File: config.mk
export PLATFORM = sky130hd
export DESIGN_NAME = booth_multiplier
export DESIGN_NICKNAME = d
export VERILOG_FILES = /design/src/rtl/booth_multiplier_pkg.sv /design/src/rtl/booth_counter.sv /design/src/rtl/booth_multiplier.sv
export SDC_FILE = /design/constraint.sdc
export NUM_CORES = 1
export LEC_CHECK = 0
export CORE_MARGIN = 2
export CORE_UTILIZATION = 59
export DETAILED_ROUTE_END_ITERATION = 12
export PLACE_DENSITY_LB_ADDON = 0.15
export SKIP_CTS_REPAIR_TIMING = 1
export SYNTH_ARGS = -nofsm -noshare
export SYNTH_HDL_FRONTEND = slang
export SYNTH_SLANG_ARGS = --single-unit
File: constraint.sdc
create_clock -name clk -period 5.3 [get_ports clk]
set_input_delay 1.06 -clock clk [delete_from_list [all_inputs] [get_ports clk]]
set_output_delay 1.06 -clock clk [all_outputs]
set_load 0.02 [all_outputs]
File: src/rtl/booth_multiplier_pkg.sv
// Shared definitions for the radix-2 Booth multiplier: FSM state encoding,
// default operand width and a helper for sizing the iteration counter.
package booth_multiplier_pkg;

   localparam int DEFAULT_N = 8;

   typedef enum logic [2:0] {
      S_IDLE  = 3'd0,
      S_LOAD  = 3'd1,
      S_EXAM  = 3'd2,
      S_ADD   = 3'd3,
      S_SUB   = 3'd4,
      S_SHIFT = 3'd5,
      S_DONE  = 3'd6
   } state_t;

   // Bits needed to hold the values 0..n inclusive.
   function automatic int cnt_width(input int n);
      return $clog2(n + 1);
   endfunction

endpackage

File: src/rtl/booth_counter.sv
// Loadable down counter that tracks the remaining Booth iterations;
// tc flags the final iteration (count == 1).
module booth_counter #(
   parameter int W = 4
) (
   input  logic         clk,
   input  logic         rst,
   input  logic         ld,
   input  logic         en,
   input  logic [W-1:0] init,
   output logic         tc
);

   logic [W-1:0] count;

   always_ff @(posedge clk or posedge rst) begin
      if (rst) begin
         count <= '0;
      end else if (ld) begin
         count <= init;
      end else if (en) begin
         count <= count - 1'b1;
      end
   end

   assign tc = (count == W'(1));

endmodule

File: src/rtl/booth_multiplier.sv
// Sequential radix-2 Booth multiplier for signed N-bit operands producing a
// signed 2N-bit product; one EXAM/optional ADD-SUB/SHIFT pass per bit.
module booth_multiplier
   import booth_multiplier_pkg::*;
#(
   parameter int N = DEFAULT_N
) (
   input  logic           clk,
   input  logic           rst,
   input  logic           start,
   input  logic [N-1:0]   multiplicand,
   input  logic [N-1:0]   multiplier,
   output logic           ready,
   output logic           done,
   output logic [2*N-1:0] product
);

   localparam int CW = cnt_width(N);

   state_t       state;
   logic [N:0]   a;
   logic [N:0]   m;
   logic [N-1:0] q;
   logic         q_1;
   logic         cnt_ld;
   logic         cnt_en;
   logic         cnt_tc;

   assign cnt_ld = (state == S_LOAD);
   assign cnt_en = (state == S_SHIFT);

   booth_counter #(
      .W (CW)
   ) u_booth_counter (
      .clk  (clk),
      .rst  (rst),
      .ld   (cnt_ld),
      .en   (cnt_en),
      .init (CW'(N)),
      .tc   (cnt_tc)
   );

   // ready/done are registered copies of the next-state decode, so they
   // stay pure functions of the current state.
   always_ff @(posedge clk or posedge rst) begin
      if (rst) begin
         state   <= S_IDLE;
         ready   <= 1'b1;
         done    <= 1'b0;
         product <= '0;
         a       <= '0;
         m       <= '0;
         q       <= '0;
         q_1     <= 1'b0;
      end else begin
         case (state)
            S_IDLE: begin
               if (start) begin
                  state <= S_LOAD;
                  ready <= 1'b0;
               end
            end
            S_LOAD: begin
               a     <= '0;
               q     <= multiplier;
               q_1   <= 1'b0;
               m     <= {multiplicand[N-1], multiplicand};
               state <= S_EXAM;
            end
            S_EXAM: begin
               case ({q[0], q_1})
                  2'b10:   state <= S_SUB;
                  2'b01:   state <= S_ADD;
                  default: state <= S_SHIFT;
               endcase
            end
            S_ADD: begin
               a     <= a + m;
               state <= S_SHIFT;
            end
            S_SUB: begin
               a     <= a - m;
               state <= S_SHIFT;
            end
            S_SHIFT: begin
               a   <= {a[N], a[N:1]};
               q   <= {a[0], q[N-1:1]};
               q_1 <= q[0];
               if (cnt_tc) begin
                  // The post-shift {A[N-1:0],Q} equals {A,Q[N-1:1]} now, so the
                  // product is already valid throughout the DONE cycle.
                  product <= {a, q[N-1:1]};
                  done    <= 1'b1;
                  state   <= S_DONE;
               end else begin
                  state <= S_EXAM;
               end
            end
            S_DONE: begin
               done  <= 1'b0;
               ready <= 1'b1;
               state <= S_IDLE;
            end
            default: begin
               done  <= 1'b0;
               ready <= 1'b1;
               state <= S_IDLE;
            end
         endcase
      end
   end

endmodule

Word-level counts from Yosys, hierarchy flattened
Cells that the tools add are included.
- register bits after elaboration: 51
- output and inout bits: 18
- logic and storage cells: 50
- add/subtract/negate cells: 3
- eq/ne operators: 10
- mux-type cells: 13
- bitwise operators: 3
- reductions and logical operators: 11
- operators by type and width (kind ; number):
    $pmux W9 S4 ; 1
    $pmux W8 S2 ; 1
    $pmux W3 S5 ; 1
    $reduce_or A5 Y1 ; 2
    $add A9 B9 Y9 ; 1
    $sub A9 B9 Y9 ; 1
    $mux W4 ; 2
    $reduce_and A2 Y1 ; 4
    $eq A3 B2 Y1 const B ; 2
    $eq A3 B3 Y1 const B ; 2
    $mux W3 ; 2
    $pmux W1 S2 ; 3
    $pmux W3 S2 ; 1
    $eq A4 B1 Y1 const B ; 1
    $reduce_bool A4 Y1 ; 1
    $sub A4 B1 Y4 const B ; 1
    $eq A3 B1 Y1 const B ; 1
    $logic_not A3 Y1 ; 1
    $not A1 Y1 ; 3
    $reduce_bool A3 Y1 ; 1
    $eq A2 B1 Y1 const B ; 1
    $eq A2 B2 Y1 const B ; 1
    $mux W1 ; 2
    $ne A2 B1 Y1 const B ; 1
    3 further kinds ; 3

Longest topological paths before layout
- word-level depth: 4
- gate-level depth with buffers: 11
- gate-level depth less buffers: 11

Hierarchy
Synthesis repeated with hierarchy kept, for this count alone.
- cell total of the unflattened synthesis: 273
- area, all modules: 2808.9 µm²
- by module, submodules not included (module ; instances ; cells each ; area an instance (µm²) ; sequential area each (µm²)):
    booth_multiplier ; 1 ; 249 ; 2565.0 ; 1177.4
    booth_counter ; 1 ; 24 ; 244.0 ; 100.1

Worst setup path after synthesis
Ideal clock, no wire load.
- kind: register -> register
- start point: register state[1]
- end point: register a[5]
- setup time: 0.094 ns
- arrival: 2.476 ns
- slack: 2.731 ns
- cell stages (with the launch flop): 11
- path buffers: 2
- path through: dfrtp_1 > buf_4 > nor3b_4 > buf_6 > mux2i_1 > ha_1 > nor2b_1 > o31a_1 > o21ai_1 > mux2_2 > a221oi_2
- cells in the longest elaborated chain, start to end: 2
- elaborated cells on any way between the ends: 6
- those cells by class: eq/ne (4); mux (1); reduce/logical (1)
- ends and longest elaborated chain (element ; RTL line ; text):
    start, declared ; booth_multiplier.sv:20 ; state_t state;
    start signal, assigned ; booth_multiplier.sv:47 ; state <= S_IDLE;
    start signal, assigned ; booth_multiplier.sv:59 ; state <= S_LOAD;
    start signal, assigned ; booth_multiplier.sv:68 ; state <= S_EXAM;
    $eq A3 B3 Y1 (tied with other cells) ; booth_multiplier.sv:56 ; case (state)
    $pmux W9 S4 or $reduce_bool A4 Y1 (tied branches) ; -- ;
    end signal, assigned ; booth_multiplier.sv:78 ; a <= a + m;
    end signal, assigned ; booth_multiplier.sv:82 ; a <= a - m;
    end signal, assigned ; booth_multiplier.sv:86 ; a <= {a[N], a[N:1]};
    end, declared ; booth_multiplier.sv:21 ; logic [N:0] a;
Parallel ways exist; a longest one is shown, timed or not.
A chain may end at the register's enable or synchronous reset.

Final worst setup path
- start point: register state[0]
- end point: register a[8]
- cells in the longest elaborated chain, start to end: 3
- elaborated cells on any way between the ends: 8
- those cells by class: eq/ne (4); mux (1); bitwise (1); reduce/logical (2)
- ends and longest elaborated chain (element ; RTL line):
    $eq A3 B1 Y1 (tied with other cells) ; booth_multiplier.sv:56
    $reduce_bool A3 Y1 (no source line) or $not A1 Y1 (tied branches) ; --
    $reduce_and A2 Y1 (no source line) ; --
Parallel ways exist; a longest one is shown, timed or not.

==> out/summary.json <==
{
  "power_and_ir_drop": {
    "peakVddDrop_uv": 396.2,
    "power.total_mw": 2.513,
    "power-per-cell-area_nw_per_um2": 736.2,
    "power.leakage_nw": 1.471
  },
  "cts": {
    "clockBufferDepth": 2,
    "cts-htree-levels": 2,
    "clockRootBuffer": "sky130_fd_sc_hd__clkbuf_8",
    "cts.clk_slew.worst_paths_ns": 0.09,
    "clk_latency_ns": 0.31,
    "cts_inserted_buffers": 5,
    "cts_tree": "built",
    "cts.sink_count": 51
  },
  "routing": {
    "post_drt_wl_per_cell_um": 15.48,
    "detail_route.wirelength_mm": 6.070,
    "drt-initial-drc-count": 135,
    "dr_vias_cell": 5.763,
    "ant_nets": 0,
    "firstDrtPassIters": 4,
    "drc_errors": 0,
    "vias": 2259
  },
  "final_layout": {
    "area_growth_syn_to_layout_pct": 17.74,
    "antennaDiodeCount": 0,
    "mostFrequentLayoutCell": "sky130_fd_sc_hd__dfrtp_1",
    "layout.cells.most_common_list": "50 x sky130_fd_sc_hd__dfrtp_1, 36 x sky130_fd_sc_hd__clkdlybuf4s50_1, 31 x sky130_fd_sc_hd__nor2_1, 29 x sky130_fd_sc_hd__a21oi_1, 26 x sky130_fd_sc_hd__nand2_1",
    "finalNetCount": 355,
    "share_of_final_layout_standard_cells_stronger_than_drive_strength_1_pct": 12.00
  },
  "timing": {
    "min_period_over_period_pct": 60.61,
    "layout_min_cycle_time_ns": 3.212,
    "report.final.slew_viol_count": 0,
    "slew_headroom_pct": 29.73,
    "hold_ws_ns": 0.4795,
    "setup_violations": 0,
    "totalNegativeSetupSlack_ns": 0,
    "fmaxAchievable_mhz": 311.3,
    "rsz_0062_raised_after_global_routing": "false",
    "timing_worst_slew_pin_value_ns": 1.053,
    "timing_hold_violations_final": 0,
    "finClkSkew_ns": 0.003080
  },
  "global_routing": {
    "grt_pass1_vias": 2193,
    "global_route_wire_length_before_repair_mm": 10.37,
    "grtUsageMet3_pct": 6.098,
    "grt.busiest_layer": "met2",
    "grt_use_total_pct": 24.87,
    "grt_max_degree": 52,
    "grt-ovfl-total": 0,
    "met1_routing_resource_usage_after_global_routing_pct": 33.95,
    "antenna_found_initial": 0,
    "globalRouteMet2Util_pct": 39.98
  },
  "critical_path": {
    "crit_fanout": 23,
    "worst_path_max_delay_cell": "sky130_fd_sc_hd__dfrtp_1",
    "critical-path-top-delay-family": "compound AO/OA/AOI/OAI gates",
    "worstPathArrival_ns": 3.47,
    "worst_path_bufs_invs": 0,
    "worst_setup_path_start_kind": "flop",
    "worstPathCellList": "nor3b_4 > mux2i_1 > fa_1 > a211oi_2 > o211ai_1 > a221o_1 > mux2_1 > nand2_1",
    "cp.required_ns": 5.56,
    "critPathKind": "flop to flop",
    "timing.critical_path.from": "state[0]",
    "critPathMaxStageDelay_ns": 0.67,
    "cp-end-kind": "flop",
    "crit-reg2reg-launch": "state[0]"
  },
  "yosys": {
    "yosysWarningCount": 0,
    "synthDistinctLibCells": 53,
    "main_combinational_cell_family_by_area_after_synthesis": "compound AO/OA/AOI/OAI gates",
    "post_synth_fa_ha_maj_area_fraction_pct": 5.438,
    "syn-instance-count": 293,
    "synth_fp_nets": 324,
    "sequential_share_of_the_synthesized_area_pct": 44.07,
    "yosys-mux-area-fraction_pct": 12.30,
    "ys_dominant_reg_cell": "sky130_fd_sc_hd__dfrtp_1",
    "syn_area_per_cell_um2": 9.894,
    "synthesis.area_um2": 2899,
    "ys_ff_latch": 51,
    "synth-xor-area-share_pct": 3.021,
    "yosys.area_share.simple_pct": 12.52,
    "synth-compound-area-share_pct": 18.04,
    "synth_enable_flop_cells": 0,
    "async_reset_ff_share_pct": 100.0
  },
  "floorplan": {
    "boundaryPins": 37,
    "dieArea_um2": 5490,
    "core-area_um2": 4723,
    "floorplan.die.width_um": 74.10,
    "std_cell_rows": 25,
    "initial_core_utilization_pct": 61.38,
    "chipHeight_um": 74.10
  },
  "placed_design": {
    "gp_congestion": 0.9263,
    "place_hpwl_mm": 4.261,
    "number_of_input_and_output_port_buffers_inserted": 36
  },
  "min_path": {
    "holdCritPathClass": "flop to flop",
    "min_from": "u_booth_counter.count[3]"
  },
  "run": {
    "max-cap-violations": 0
  },
  "status": {
    "run_status": "finished clean"
  }
}
report_power, final:
part / leakage [nW] / switching, mW / internal [mW]
combinational: 0.764 / 0.782 / 0.670
sequential: 0.642 / 0.190 / 0.551
clock: 0.0654 / 0.133 / 0.189
sequential cells by signal (all words and copies together), names as in the netlist:
register and count:
state 3, q_1 1, ready 1, done 1, u_booth_counter.count 4, a 9, m 8, product 16
q 8
worst register-to-register path: cells and delay by family, from the launching register on:
kind / cells / cell delay, ns
DFF: 1 / 0.67
muxes: 2 / 0.51
AOI/OAI and AO/OA: 3 / 0.81
adders and majority gates: 1 / 0.49
and+or+nand+nor: 2 / 0.69
per-stage QoR:
step                      area (um2)  worst slack [ns]  std cells  utilization, %
after floorplan                 2899             2.731        293               -
after global placement          3281             2.256        384           69.46
after detailed placement        3281             2.154        384           69.46
after CTS                       3413             2.130        392           72.26
after global routing            3413             1.875        392           72.26
final                           3413             2.088        392           72.26
layout make-up:
cell class / instances / area (um2)
fill: 365 / 1310
tap: 67 / 83.83
clock inverter: 2 / 60.06
inverter: 13 / 48.80
timing repair buffer: 39 / 382.9
multi-input combinational: 214 / 1488
clock buffer: 6 / 72.57
sequential: 51 / 1277
logic make-up (layout without fill, tap and decap cells):
logic type	Yosys count	count (layout)
AND/OR/NAND/NOR	79	79
multiplexers	33	33
adder cells (fa/ha/maj)	12	12
flip-flops	51	51
buffers and inverters	28	60
XOR/XNOR	10	10
AO/OA/AOI/OAI	80	80
final timing paths:
| kind | end | slack (ns) | cells after the start |
|---|---|---|---|
| hold / removal | u_booth_counter.count[3] | 0.48 | 1 |
| min in group asynchronous | product[6] | 1.32 | 2 |
| setup reg to reg | a[8] | 2.09 | 8 |
| max in group asynchronous | m[2] | 3.33 | 2 |
| setup / recovery | a[8] | 2.09 | 8 |
| hold reg to reg | u_booth_counter.count[3] | 0.48 | 1 |
Yosys cell counts (all sizes together) (3+ instances only):
cell type  count  share of area [%]
o31ai          5                1.3
o21a           4                1.0
clkbuf         6               0.78
nor2b          4               0.86
mux2i         12                4.1
xnor2          7                2.1
buf            9                2.2
dfrtp         50                 43
nor2          32                4.2
mux2          21                8.2
inv           13                1.7
nor3           4               0.69
xor2           3               0.91
o21ai         16                2.8
a211oi         3               0.95
ha            11                4.7
a21oi         30                5.3
nor3b          3                1.2
o211ai         3               0.78
nand2         26                3.4
a221o          3                1.0
per-layer routing:
| metal | share of wire [%] | vias up |
|---|---|---|
| met2 | 47 | 59 |
| met5 | 0 | - |
| met4 | 1.4 | 0 |
| met1 | 47 | 1077 |
| met3 | 4.4 | 10 |
| li1 | - | 1113 |
Note: power is estimated with default switching activity, not from simulation.
